**src/rtl/mem_burst_if.sv**
```systemverilog
// Processor-side burst command, write-beat and read-beat channels between the
// burst address generator (master) and the memory burst responder (slave).
interface mem_burst_if #(
    parameter int ADDR_W = 19,
    parameter int DATA_W = 32
);
    logic              req_valid;
    logic              req_ready;
    logic              req_write;
    logic [ADDR_W-1:0] req_addr;
    logic              wvalid;
    logic              wready;
    logic [DATA_W-1:0] wdata;
    logic              rvalid;
    logic              rlast;
    logic [DATA_W-1:0] rdata;
    logic              done;

    modport master (
        output req_valid, req_write, req_addr, wvalid, wdata,
        input  req_ready, wready, rvalid, rlast, rdata, done
    );

    modport slave (
        input  req_valid, req_write, req_addr, wvalid, wdata,
        output req_ready, wready, rvalid, rlast, rdata, done
    );
endinterface

```
**src/rtl/mem_burst_responder.sv**
```systemverilog
// Memory-side burst responder: turns one burst command into BURST_LEN consecutive
// single-port RAM accesses, then pulses done for one cycle.
module mem_burst_responder #(
    parameter int ADDR_W    = 19,
    parameter int DATA_W    = 32,
    parameter int BURST_LEN = 16
) (
    input  logic              clk,
    input  logic              rst,
    mem_burst_if.slave        bus,
    output logic [ADDR_W-1:0] ram_addr,
    output logic              ram_we,
    output logic [DATA_W-1:0] ram_wdata,
    input  logic [DATA_W-1:0] ram_rdata
);
    localparam int               BEAT_W    = $clog2(BURST_LEN) + 1;
    localparam logic [BEAT_W-1:0] LAST_BEAT = BEAT_W'(BURST_LEN - 1);

    typedef enum logic [2:0] {
        IDLE,
        WRITE,
        READ,
        READ_DRAIN,
        DONE
    } state_t;

    state_t            state;
    logic [BEAT_W-1:0] beat;
    logic [ADDR_W-1:0] base;
    logic              req_ready_q;
    logic              wready_q;
    logic              rvalid_q;
    logic              rlast_q;
    logic              done_q;

    // NOTE: all state uses non-blocking assignments so every branch sees the
    // pre-edge values of state, beat and the output flags.
    always_ff @(posedge clk or posedge rst) begin
        if (rst) begin
            state       <= IDLE;
            beat        <= '0;
            base        <= '0;
            req_ready_q <= 1'b1;
            wready_q    <= 1'b0;
            rvalid_q    <= 1'b0;
            rlast_q     <= 1'b0;
            done_q      <= 1'b0;
        end else begin
            case (state)
                IDLE: begin
                    if (bus.req_valid) begin
                        base        <= bus.req_addr;
                        beat        <= '0;
                        req_ready_q <= 1'b0;
                        if (bus.req_write) begin
                            state    <= WRITE;
                            wready_q <= 1'b1;
                        end else begin
                            state <= READ;
                        end
                    end
                end

                WRITE: begin
                    // A low wvalid simply stalls the burst; there is no timeout.
                    if (bus.wvalid) begin
                        if (beat == LAST_BEAT) begin
                            state    <= DONE;
                            wready_q <= 1'b0;
                            done_q   <= 1'b1;
                        end else begin
                            beat <= beat + 1'b1;
                        end
                    end
                end

                READ: begin
                    // Flags describe the address issued this cycle; the RAM
                    // returns its data on the next cycle, aligned with them.
                    rvalid_q <= 1'b1;
                    rlast_q  <= (beat == LAST_BEAT);
                    if (beat == LAST_BEAT) begin
                        state <= READ_DRAIN;
                    end else begin
                        beat <= beat + 1'b1;
                    end
                end

                READ_DRAIN: begin
                    rvalid_q <= 1'b0;
                    rlast_q  <= 1'b0;
                    done_q   <= 1'b1;
                    state    <= DONE;
                end

                DONE: begin
                    done_q      <= 1'b0;
                    req_ready_q <= 1'b1;
                    state       <= IDLE;
                end

                default: begin
                    state       <= IDLE;
                    req_ready_q <= 1'b1;
                    wready_q    <= 1'b0;
                    rvalid_q    <= 1'b0;
                    rlast_q     <= 1'b0;
                    done_q      <= 1'b0;
                end
            endcase
        end
    end

    // Address wraps silently at 2^ADDR_W.
    assign ram_addr  = base + ADDR_W'(beat);
    assign ram_we    = wready_q & bus.wvalid;
    assign ram_wdata = wready_q ? bus.wdata : '0;

    assign bus.req_ready = req_ready_q;
    assign bus.wready    = wready_q;
    assign bus.rvalid    = rvalid_q;
    assign bus.rlast     = rlast_q;
    assign bus.rdata     = rvalid_q ? ram_rdata : '0;
    assign bus.done      = done_q;
endmodule

```
**src/flat_wrapper.sv**
```systemverilog
// flat-port wrapper written by rule: the top's interface ports become plain ports
module mem_burst_responder_flat 
#(
    parameter int ADDR_W    = 19,
    parameter int DATA_W    = 32,
    parameter int BURST_LEN = 16
)
  (clk, rst, ram_addr, ram_we, ram_wdata, ram_rdata, bus_req_valid, bus_req_write, bus_req_addr, bus_wvalid, bus_wdata, bus_req_ready, bus_wready, bus_rvalid, bus_rlast, bus_rdata, bus_done);
  mem_burst_if #(.ADDR_W(ADDR_W), .DATA_W(DATA_W)) bus_i ();
  input  logic clk;
  input  logic rst;
  output logic [ADDR_W-1:0] ram_addr;
  output logic ram_we;
  output logic [DATA_W-1:0] ram_wdata;
  input  logic [DATA_W-1:0] ram_rdata;
  input wire logic [$bits(bus_i.req_valid)-1:0] bus_req_valid;
  input wire logic [$bits(bus_i.req_write)-1:0] bus_req_write;
  input wire logic [$bits(bus_i.req_addr)-1:0] bus_req_addr;
  input wire logic [$bits(bus_i.wvalid)-1:0] bus_wvalid;
  input wire logic [$bits(bus_i.wdata)-1:0] bus_wdata;
  output wire logic [$bits(bus_i.req_ready)-1:0] bus_req_ready;
  output wire logic [$bits(bus_i.wready)-1:0] bus_wready;
  output wire logic [$bits(bus_i.rvalid)-1:0] bus_rvalid;
  output wire logic [$bits(bus_i.rlast)-1:0] bus_rlast;
  output wire logic [$bits(bus_i.rdata)-1:0] bus_rdata;
  output wire logic [$bits(bus_i.done)-1:0] bus_done;
  assign bus_i.req_valid = bus_req_valid;
  assign bus_i.req_write = bus_req_write;
  assign bus_i.req_addr = bus_req_addr;
  assign bus_i.wvalid = bus_wvalid;
  assign bus_i.wdata = bus_wdata;
  assign bus_req_ready = bus_i.req_ready;
  assign bus_wready = bus_i.wready;
  assign bus_rvalid = bus_i.rvalid;
  assign bus_rlast = bus_i.rlast;
  assign bus_rdata = bus_i.rdata;
  assign bus_done = bus_i.done;
  mem_burst_responder #(.ADDR_W(ADDR_W), .DATA_W(DATA_W), .BURST_LEN(BURST_LEN)) u_core (.clk(clk), .rst(rst), .bus(bus_i), .ram_addr(ram_addr), .ram_we(ram_we), .ram_wdata(ram_wdata), .ram_rdata(ram_rdata));
endmodule
```
**config.mk**
```make
export PLATFORM = sky130hd
export DESIGN_NAME = mem_burst_responder_flat
export DESIGN_NICKNAME = d
export VERILOG_FILES = /design/src/rtl/mem_burst_if.sv /design/src/rtl/mem_burst_responder.sv /design/src/flat_wrapper.sv
export SDC_FILE = /design/constraint.sdc
export NUM_CORES = 1
export LEC_CHECK = 0
export CAP_MARGIN = 5
export CORE_MARGIN = 10
export CORE_UTILIZATION = 37
export DETAILED_ROUTE_END_ITERATION = 8
export GPL_TIMING_DRIVEN = 0
export MAX_ROUTING_LAYER = met4
export PLACE_DENSITY = 0.88
export SETUP_SLACK_MARGIN = 0.4
export SKIP_LAST_GASP = 1
export SLEW_MARGIN = 25
export SYNTH_ARGS = -nofsm -noshare
export SYNTH_HDL_FRONTEND = slang
export SYNTH_SLANG_ARGS = --single-unit
```
**constraint.sdc**
```tcl
create_clock -name clk -period 4.1 [get_ports clk]
set_input_delay 0.41 -clock clk [delete_from_list [all_inputs] [get_ports clk]]
set_output_delay 0.41 -clock clk [all_outputs]
set_load 0.01 [all_outputs]
```
==> out/results.txt, run 1 <==
die height = 98.4 um
Slowest cell on crit path = clkdlybuf4s50_1
pre-CTS WS = 1200 ps
VDD IR-drop max = 0.000452 V
MaxCap Viol Count = 0
top post-synthesis cells by area = dfrtp_1, and2_1, mux2_1
Post-DP Area = 4130 sq um
initial core utilization = 38.2%
register-to-register setup slack = 1920 ps
Post-synth top flop = dfrtp_1
fraction of layout cells with a size suffix above 1 = 5.22%
Via density = 4.67
synthesized area = 2270 sq um
dominant cell type by area after synthesis = dfrtp_1
Seq/Total Area, Yosys = 35.3%
CTS tree = built
Hold Vio Cnt, Final = 0
final instance area = 4210 sq um
DR iter-0 viols = 47
critical path class = flop to output port
Logic pwr share = 66.6%
setup TNS = 0 ps
H-tree levels = 2
Period minus WS final = 3200 ps
Startpoint Class = flop
Total Power = 2.49 mW
placed cells = 508
RSZ-0062 raised after global routing = false
clk_lat worst skew = 290 ps
root buffer cell = clkbuf_8
Setup Viol. Count Final = 0
Seq pwr share = 24.0%
first-pass GRT wire length = 13900 um
sw frac = 39.3%
Post-CTS Hold Buffers = 0
Util after Layout = 70.7%
Post-synth ARST share = 100%
Syn. warnings = 0
number of core rows = 28
Arr. time, crit path = 2790 ps
sequential cell area = 802 sq um
Final WS setup = 903 ps
Slew @ Worst Pin = 662 ps
largest net degree at the start of global routing = 33
post-cts resize count = 0
CTS Buf Count = 5
Layout fillers = 472
drt pass-1 iters = 4
Worst slew margin = 55.8%
Post-Layout Cell Count = 516
DRC viols = 0
Internal = 1.51 mW
Reg clk slew, reported paths = 70 ps
multi-input logic area = 1350 sq um
CP Cell Sequence = ha_1, inv_1, fa_1, inv_1, a21o_1, a21oi_1, nor3_1, xor2_1, clkdlybuf4s50_1
Mapped Avg Cell Area = 8.85 sq um
Power per Cell Area = 593 nW/um^2
core footprint = 5960 sq um
clock skew = 7.15 ps
clock network power share = 9.4%
WP data required = 3690 ps
Area Growth Syn to Fin = 85.2%
GRT Total Usage = 18.2%
Setup Buffers After CTS = 0
Gate Count Post-Synth = 257
final period utilization = 78.0%
Ports = 177
DRT antenna net count = 0
die area = 9680 sq um
Port Buf Inserts = 176
max-slew violations = 0
Distinct cells, synth = 39
crit end category = output port
net load switching power = 0.980 mW
outcome = finished clean
Critical Path Fanout Max = 6
hold_ws = 491 ps
Synth top area share = 34.1%
Crit path top cell by count = inv_1
placer congestion estimate = 0.798
most frequent cell after synthesis = and2_1
clk buf depth = 2
Final #Nets = 536
HP Class = flop to flop
vias in the first global route = 2599
register bit count reported by yosys = 32
Avg WL per Cell = 17.1 um
Post-Synthesis Net Count = 353
GRT overflow = 0
WL final = 8840 um
Diodes inserted = 0
CTS sink cnt = 32
slowest stage delay, CP = 560 ps
initial antenna violation count = 0
top post-synthesis cells by count = and2_1, dfrtp_1, nand2_1
maximum clock rate = 313 MHz
chip width = 98.4 um
estimated wirelength of the detail-placed design = 7550 um
Via Count = 2412
Leakage Power = 1.72 nW
number of synthesized flops with an enable pin = 0
kinds of logic after synthesis:
logic type	Yosys count	share of synthesized area (%)
and+or+nand+nor	123	29.7
AOI/OAI and AO/OA	34	10.6
DFF	32	35.3
buffers and inverters	27	5.34
xor gates and xnor gates	18	6.93
muxes	15	7.37
adders and majority gates	8	4.73
critical path: cells and delay by family, from the launching register on:
family	cells	cell delay (ps)
AO/OA/AOI/OAI	2	300
XOR/XNOR	1	190
adder cells (fa/ha/maj)	2	630
buffers and inverters	3	690
flip-flops	1	430
AND/OR/NAND/NOR	1	260
routing by layer:
metal  wire length, um  share of wire [%]  track usage (%)  vias to the layer above
met3               462                5.2             4.72                       18
li1                  -                  -                -                     1209
met5                 0                  0                -                        -
met4               209                2.4             5.73                        0
met2              4610                 52             32.1                       94
met1              3560                 40             19.3                     1091
final timing paths:
kind	from	end	cells after the start
setup / recovery	u_core.beat[0]$_DFFE_PP0P_	ram_addr[14]	9
hold / removal	u_core.bus.req_ready$_DFFE_PP1P_	u_core.bus.req_ready$_DFFE_PP1P_	2
setup reg to reg	u_core.beat[0]$_DFFE_PP0P_	u_core.beat[2]$_DFFE_PP0P_	7
hold reg to reg	u_core.bus.req_ready$_DFFE_PP1P_	u_core.bus.req_ready$_DFFE_PP1P_	2
max in group asynchronous	rst	u_core.base[6]$_DFFE_PP0P_	2
min in group asynchronous	rst	u_core.beat[4]$_DFFE_PP0P_	2
sequential cells by signal, summed over array words and instances (netlist names):
register              flops
u_core.bus.req_ready      1
u_core.beat               5
u_core.bus.wready         1
u_core.bus.rvalid         1
u_core.bus.rlast          1
u_core.state              3
u_core.base              19
u_core.bus.done           1
power groups by stage:
stage | registers, mW | clock network, mW | logic [mW]
floorplan | 0.572 | 0 | 0.826
global placement | 0.593 | 0 | 1.65
detailed placement | 0.603 | 0 | 1.68
CTS | 0.597 | 0.240 | 1.69
global route | 0.625 | 0.257 | 1.81
finish | 0.598 | 0.235 | 1.66
cell type report:
cell class | instances | area share (%)
Inverter | 15 | 1.34
Tap cell | 75 | 2.23
Buffer | 12 | 1.55
Timing Repair Buffer | 176 | 41.8
Clock buffer | 7 | 1.81
Clock inverter | 1 | 0.119
Sequential cell | 32 | 19.0
Multi-Input combinational cell | 198 | 32.1
cells in the final DEF, fill, tap and decap left out, types with 2 or more instances in the layout:
master           count
a211oi_1             2
a21o_1               2
a21oi_1              7
a22o_1               2
and2_1              66
and3_1               2
buf_2                4
buf_6                2
clkbuf_1             8
clkbuf_8             5
clkdlybuf4s50_1    176
dfrtp_1             31
ha_1                 7
inv_1               14
mux2_1               9
mux2_2               5
nand2_1             21
nand2b_1             2
nand3_1              4
nand4_1              2
nor2_1              14
nor3_1               7
o21ai_0             13
xnor2_1              9
xor2_1               9
(Power assumes the default switching activity.)
==> inputs of run 2 (changes only) <==
--- a/config.mk
+++ b/config.mk
@@ -7,11 +7,11 @@
 export LEC_CHECK = 0
 export CAP_MARGIN = 5
 export CORE_MARGIN = 10
-export CORE_UTILIZATION = 37
+export CORE_UTILIZATION = 34
 export DETAILED_ROUTE_END_ITERATION = 8
 export GPL_TIMING_DRIVEN = 0
 export MAX_ROUTING_LAYER = met4
-export PLACE_DENSITY = 0.88
+export PLACE_DENSITY = 0.82
 export SETUP_SLACK_MARGIN = 0.4
 export SKIP_LAST_GASP = 1
 export SLEW_MARGIN = 25
==> constraint.sdc (replaced) <==
create_clock -name clk -period 3.2 [get_ports clk]
set_input_delay 0.32 -clock clk [delete_from_list [all_inputs] [get_ports clk]]
set_output_delay 0.32 -clock clk [all_outputs]
set_load 0.01 [all_outputs]
==> out/results.txt, run 2 (synthesized netlist as in run 1, its figures left out) <==
outcome = finished clean
setup TNS = 0 ps (unchanged)
Worst slew margin = 53.7% (-2.1 points)
Internal = 1.94 mW (+28%)
DR iter-0 viols = 46 (-2.1%)
drt pass-1 iters = 4 (unchanged)
Logic pwr share = 66.0% (-0.6 points)
placer congestion estimate = 0.815 (+2.2%)
pre-CTS WS = 379 ps (-825 ps)
number of core rows = 29 (+3.6%)
Seq pwr share = 23.9% (about the same)
first-pass GRT wire length = 14200 um (+2.0%)
DRT antenna net count = 0 (unchanged)
hold_ws = 454 ps (-37.4 ps)
Ports = 177 (unchanged)
Final WS setup = 536 ps (-367 ps)
max reg flops = 19 (unchanged)
Total Power = 3.21 mW (+29%)
Arr. time, crit path = 2340 ps (-450 ps)
Critical Path Fanout Max = 6 (unchanged)
clk buf depth = 2 (unchanged)
WL final = 9140 um (+3.3%)
crit end category = output port
DRC viols = 0 (unchanged)
fraction of layout cells with a size suffix above 1 = 6.98% (+1.8 points)
initial antenna violation count = 0 (unchanged)
Reg clk slew, reported paths = 60 ps (about the same)
Post-Layout Cell Count = 521 (+0.97%)
critical path class = flop to output port
Setup Viol. Count Final = 0 (unchanged)
GRT Total Usage = 17.9% (-0.24 points)
Most flops, register = u_core.base
CTS Buf Count = 5 (unchanged)
clock network power share = 10.1% (+0.7 points)
sw frac = 39.7% (+0.45 points)
Power per Cell Area = 750 nW/um^2 (+27%)
Period minus WS final = 2660 ps
initial core utilization = 35.4% (-2.8 points)
Via Count = 2450 (+1.6%)
placed cells = 510 (+0.39%)
Hold Vio Cnt, Final = 0 (unchanged)
core footprint = 6420 sq um (+7.8%)
Leakage Power = 1.83 nW (+6.5%)
Avg WL per Cell = 17.5 um (+2.4%)
VDD IR-drop max = 0.000354 V (-22%)
Via density = 4.70 (+0.60%)
H-tree levels = 2 (unchanged)
CTS tree = built
GRT overflow = 0 (unchanged)
estimated wirelength of the detail-placed design = 7800 um (+3.2%)
CTS sink cnt = 32 (unchanged)
highest-count cells in the layout ignoring fill and taps = clkdlybuf4s50_1, and2_1, dfrtp_1
net load switching power = 1.28 mW (+30%)
Startpoint Class = flop
HP Class = input port to async pin
Final #Nets = 539 (+0.56%)
max-slew violations = 0 (unchanged)
biggest regs = u_core.base: 19 flops, u_core.beat: 5 flops, u_core.state: 3 flops
RSZ-0062 raised after global routing = false
die area = 10400 sq um (+7.0%)
largest net degree at the start of global routing = 33 (unchanged)
Diodes inserted = 0 (unchanged)
final period utilization = 83.3%
clk_lat worst skew = 290 ps (about the same)
Port Buf Inserts = 176 (unchanged)
WP data required = 2880 ps (-810 ps)
maximum clock rate = 375 MHz
vias in the first global route = 2724 (+4.8%)
Area Growth Syn to Fin = 88.4%
Slew @ Worst Pin = 694 ps (+31.7 ps)
die height = 102 um (+3.4%)
Register-to-Register Path Depth = 8 (+1)
chip width = 102 um (+3.4%)
root buffer cell = clkbuf_8
clock skew = 1.60 ps (-5.55 ps)
MaxCap Viol Count = 0 (unchanged)
leading cell type in the layout, fill and taps excluded = clkdlybuf4s50_1
Post-CTS Hold Buffers = 0 (unchanged)
[run 2: metrics by stage]
| step | util [%] | area, sq um |
|---|---|---|
| CTS | 66.2 | 4250 |
| global route | 66.7 | 4280 |
| global placement | 64.3 | 4130 |
| detailed placement | 64.3 | 4130 |
| finish | 66.7 | 4280 |
| floorplan | - | 2270 |
[run 2: per-layer routing]
| metal | track usage [%] | part of all wire [%] | up-vias |
|---|---|---|---|
| met4 | 4.73 | 1.4 | 0 |
| met1 | 18.1 | 37 | 1144 |
| met2 | 32.5 | 55 | 83 |
| met3 | 5.99 | 7.2 | 10 |
| met5 | - | 0 | - |
| li1 | - | - | 1213 |
[run 2: layout make-up]
cell class,instances,area (sq um)
fillers,528,2140
repair buffers,179,1800
multi-input cells,198,1380
flip-flops and latches,32,803
well taps,77,96.3
clock buffers,8,90.1
plain buffers,12,65.1
inverters,15,56.3
[run 2: what timing repair did]
action                                  4_1_cts  5_1_grt
resized for setup                            11       10
pin swaps                                     2        0
setup buffers                                 3        0
endpoints found under the setup margin       14        8
[run 2: final timing paths]
path | slack, ps | startpoint | endpoint
min in group clk | 500 | u_core.base[3]$_DFFE_PP0P_ | u_core.base[3]$_DFFE_PP0P_
max in group asynchronous | 2250 | rst | u_core.beat[1]$_DFFE_PP0P_
worst min register to register | 500 | u_core.base[3]$_DFFE_PP0P_ | u_core.base[3]$_DFFE_PP0P_
worst min-delay path | 450 | rst | u_core.base[9]$_DFFE_PP0P_
worst max-delay path | 540 | u_core.beat[0]$_DFFE_PP0P_ | ram_addr[14]
worst max register to register | 910 | u_core.beat[0]$_DFFE_PP0P_ | u_core.beat[2]$_DFFE_PP0P_
[run 2: power by group through the flow]
stage	combinational [mW]	sequential, mW	clock [mW]
2_1_floorplan	1.06	0.733	0
3_3_place_gp	2.12	0.763	0
3_5_place_dp	2.16	0.778	0
4_1_cts	2.17	0.768	0.331
5_1_grt	2.33	0.797	0.344
6_report	2.12	0.769	0.323
[run 2: critical path, cell delays in order, from the launching register on]
cell,delay [ps]
dfrtp_1,370
ha_1,200
inv_1,60
fa_1,410
inv_1,70
a21o_1,180
a21oi_4,110
nor3_1,180
xor2_1,170
dlygate4sd2_1,310
==> inputs of run 3 (changes only) <==
--- a/config.mk
+++ b/config.mk
@@ -7,11 +7,11 @@
 export LEC_CHECK = 0
 export CAP_MARGIN = 5
 export CORE_MARGIN = 10
-export CORE_UTILIZATION = 34
+export CORE_UTILIZATION = 31
 export DETAILED_ROUTE_END_ITERATION = 8
 export GPL_TIMING_DRIVEN = 0
 export MAX_ROUTING_LAYER = met4
-export PLACE_DENSITY = 0.82
+export PLACE_DENSITY = 0.79
 export SETUP_SLACK_MARGIN = 0.4
 export SKIP_LAST_GASP = 1
 export SLEW_MARGIN = 25
==> constraint.sdc (replaced) <==
create_clock -name clk -period 2.25 [get_ports clk]
set_input_delay 0.225 -clock clk [delete_from_list [all_inputs] [get_ports clk]]
set_output_delay 0.225 -clock clk [all_outputs]
set_load 0.01 [all_outputs]
==> out/results.txt, run 3 (synthesized netlist as in run 1, its figures left out) <==
Diodes inserted = 0 (unchanged)
Final WS setup = -57.2 ps (-593 ps)
clk_lat worst skew = 290 ps (about the same)
pre-CTS WS = -334 ps (-714 ps)
Setup crit start = u_core.beat[1]$_DFFE_PP0P_
final period utilization = 103%
Via Count = 2536 (+3.5%)
DR iter-0 viols = 55 (+20%)
initial antenna violation count = 0 (unchanged)
Reg clk slew, reported paths = 70 ps (about the same)
initial core utilization = 31.7% (-3.7 points)
WP data required = 2030 ps (-850 ps)
Via density = 4.57 (-2.8%)
cell family with most CP delay = flip-flops
largest net degree at the start of global routing = 33 (unchanged)
Most flops, register = u_core.base
Slowest cell on crit path = dfrtp_2
chip width = 106 um (+3.8%)
Startpoint Class = flop
Seq pwr share = 23.2% (-0.7 points)
Ports = 177 (unchanged)
CTS Buf Count = 5 (unchanged)
sw frac = 40.7% (+1.0 points)
biggest regs = u_core.base: 19 flops, u_core.beat: 5 flops, u_core.state: 3 flops
Slew @ Worst Pin = 678 ps (-16.4 ps)
Register-to-Register Path Depth = 9 (+1)
estimated wirelength of the detail-placed design = 7490 um (-4.0%)
DRC viols = 0 (unchanged)
crit end category = output port
Period minus WS final = 2310 ps
slowest stage delay, CP = 450 ps (+40 ps)
Post-CTS Hold Buffers = 0 (unchanged)
placer congestion estimate = 0.855 (+4.8%)
Logic pwr share = 67.1% (+1.1 points)
clock network power share = 9.7% (-0.4 points)
Post-Layout Cell Count = 555 (+6.5%)
outcome = finished with violations
reg-to-reg endpoint = u_core.beat[2]$_DFFE_PP0P_
RSZ-0062 raised after global routing = true
H-tree levels = 2 (unchanged)
Total Power = 4.80 mW (+50%)
CP Cell Sequence = buf_6, inv_1, fa_2, inv_2, a21o_1, a21oi_4, nor2_1, xor2_1, buf_2
CTS sink cnt = 32 (unchanged)
max-slew violations = 0 (unchanged)
CTS tree = built
number of core rows = 31 (+6.9%)
Avg WL per Cell = 16.7 um (-5.0%)
WL final = 9250 um (+1.2%)
leading cell type in the layout, fill and taps excluded = clkdlybuf4s50_1
GRT overflow = 0 (unchanged)
Internal = 2.85 mW (+47%)
die area = 11200 sq um (+7.7%)
critical path class = flop to output port
crit path buf inv count = 4 (+1)
VDD IR-drop max = 0.000413 V (+17%)
die height = 106 um (+3.8%)
placed cells = 532 (+4.3%)
Area Growth Syn to Fin = 100%
setup TNS = -215 ps (-215 ps)
Leakage Power = 2.20 nW (+20%)
Critical Path Fanout Max = 6 (unchanged)
maximum clock rate = 433 MHz
core footprint = 7180 sq um (+12%)
net load switching power = 1.96 mW (+53%)
highest-count cells in the layout ignoring fill and taps = clkdlybuf4s50_1, and2_1, dfrtp_1
register-to-register setup slack = 70 ps (-840 ps)
HP Class = input port to async pin
vias in the first global route = 2815 (+3.3%)
DRT antenna net count = 0 (unchanged)
clk buf depth = 2 (unchanged)
Power per Cell Area = 1060 nW/um^2 (+41%)
Hold Vio Cnt, Final = 0 (unchanged)
CP endpoint = ram_addr[12]
drt pass-1 iters = 4 (unchanged)
Port Buf Inserts = 176 (unchanged)
Setup Viol. Count Final = 9 (+9)
first-pass GRT wire length = 14300 um (+0.93%)
worst reg2reg startpoint = u_core.beat[1]$_DFFE_PP0P_
fraction of layout cells with a size suffix above 1 = 20.6% (+14 points)
root buffer cell = clkbuf_8
MaxCap Viol Count = 0 (unchanged)
Arr. time, crit path = 2080 ps (-260 ps)
critical path depth = 9 (unchanged)
clock skew = 5.64 ps (+4.03 ps)
Worst slew margin = 54.8% (+1.1 points)
failing checks = negative setup slack
Final #Nets = 551 (+2.2%)
GRT Total Usage = 16.4% (-1.6 points)
max reg flops = 19 (unchanged)
run 3: cell types whose count changed in the layout (fill, tap and decap cells not counted), moves of 7 or more:
cell | before | now
buf_2 | 4 | 19
clkbuf_1 | 8 | 1
buf_4 | 3 | 14
dlymetal6s2s_1 | 8 | 26
clkdlybuf4s50_1 | 161 | 119
run 3: worst min path at each step:
stage                                                   to  slack, ps  depth (start not counted)
after floorplan                 u_core.base[0]$_DFFE_PP0P_        340                          1
after global placement          u_core.base[2]$_DFFE_PP0P_        480                          1
after detailed placement  u_core.bus.req_ready$_DFFE_PP1P_        480                          2
after CTS                     u_core.bus.rlast$_DFFE_PP0N_        380                          2
after global routing            u_core.base[8]$_DFFE_PP0P_        410                          2
final                           u_core.base[8]$_DFFE_PP0P_        350                          2
run 3: timing repair:
item                                    4_1_cts  5_1_grt
buffers inserted                             14        1
pin swaps                                    17       10
endpoints found under the setup margin       80       75
resized for setup                           108       50
run 3: cell type report:
class,instances,area [sq um]
flip-flops and latches,32,807
inverters,15,56.3
plain buffers,12,87.6
fillers,627,2630
clock inverters,1,7.51
clock buffers,7,86.3
repair buffers,191,1870
multi-input cells,198,1520
well taps,99,124
run 3: per-layer routing:
metal  track usage [%]  up-vias  wire, um
li1                  -     1237         -
met1              16.7     1197      3510
met2              29.8       91      4990
met3              4.63       11       588
met4              4.84        0       150
met5                 -        -         0
run 3: metrics by stage:
stage | hold WS (ps) | utilization (%) | area (sq um)
2_1_floorplan | 340 | - | 2330
3_5_place_dp | 477 | 58.7 | 4220
3_3_place_gp | 482 | 58.7 | 4220
5_1_grt | 409 | 63.4 | 4550
6_report | 355 | 63.4 | 4550
4_1_cts | 382 | 61.8 | 4430
run 3: power by group through the flow:
stage	combinational [mW]	clock [mW]	sequential (mW)
2_1_floorplan	1.55	0	1.05
6_report	3.22	0.465	1.11
4_1_cts	3.20	0.471	1.10
5_1_grt	3.53	0.498	1.15
3_3_place_gp	3.05	0	1.09
3_5_place_dp	3.11	0	1.11
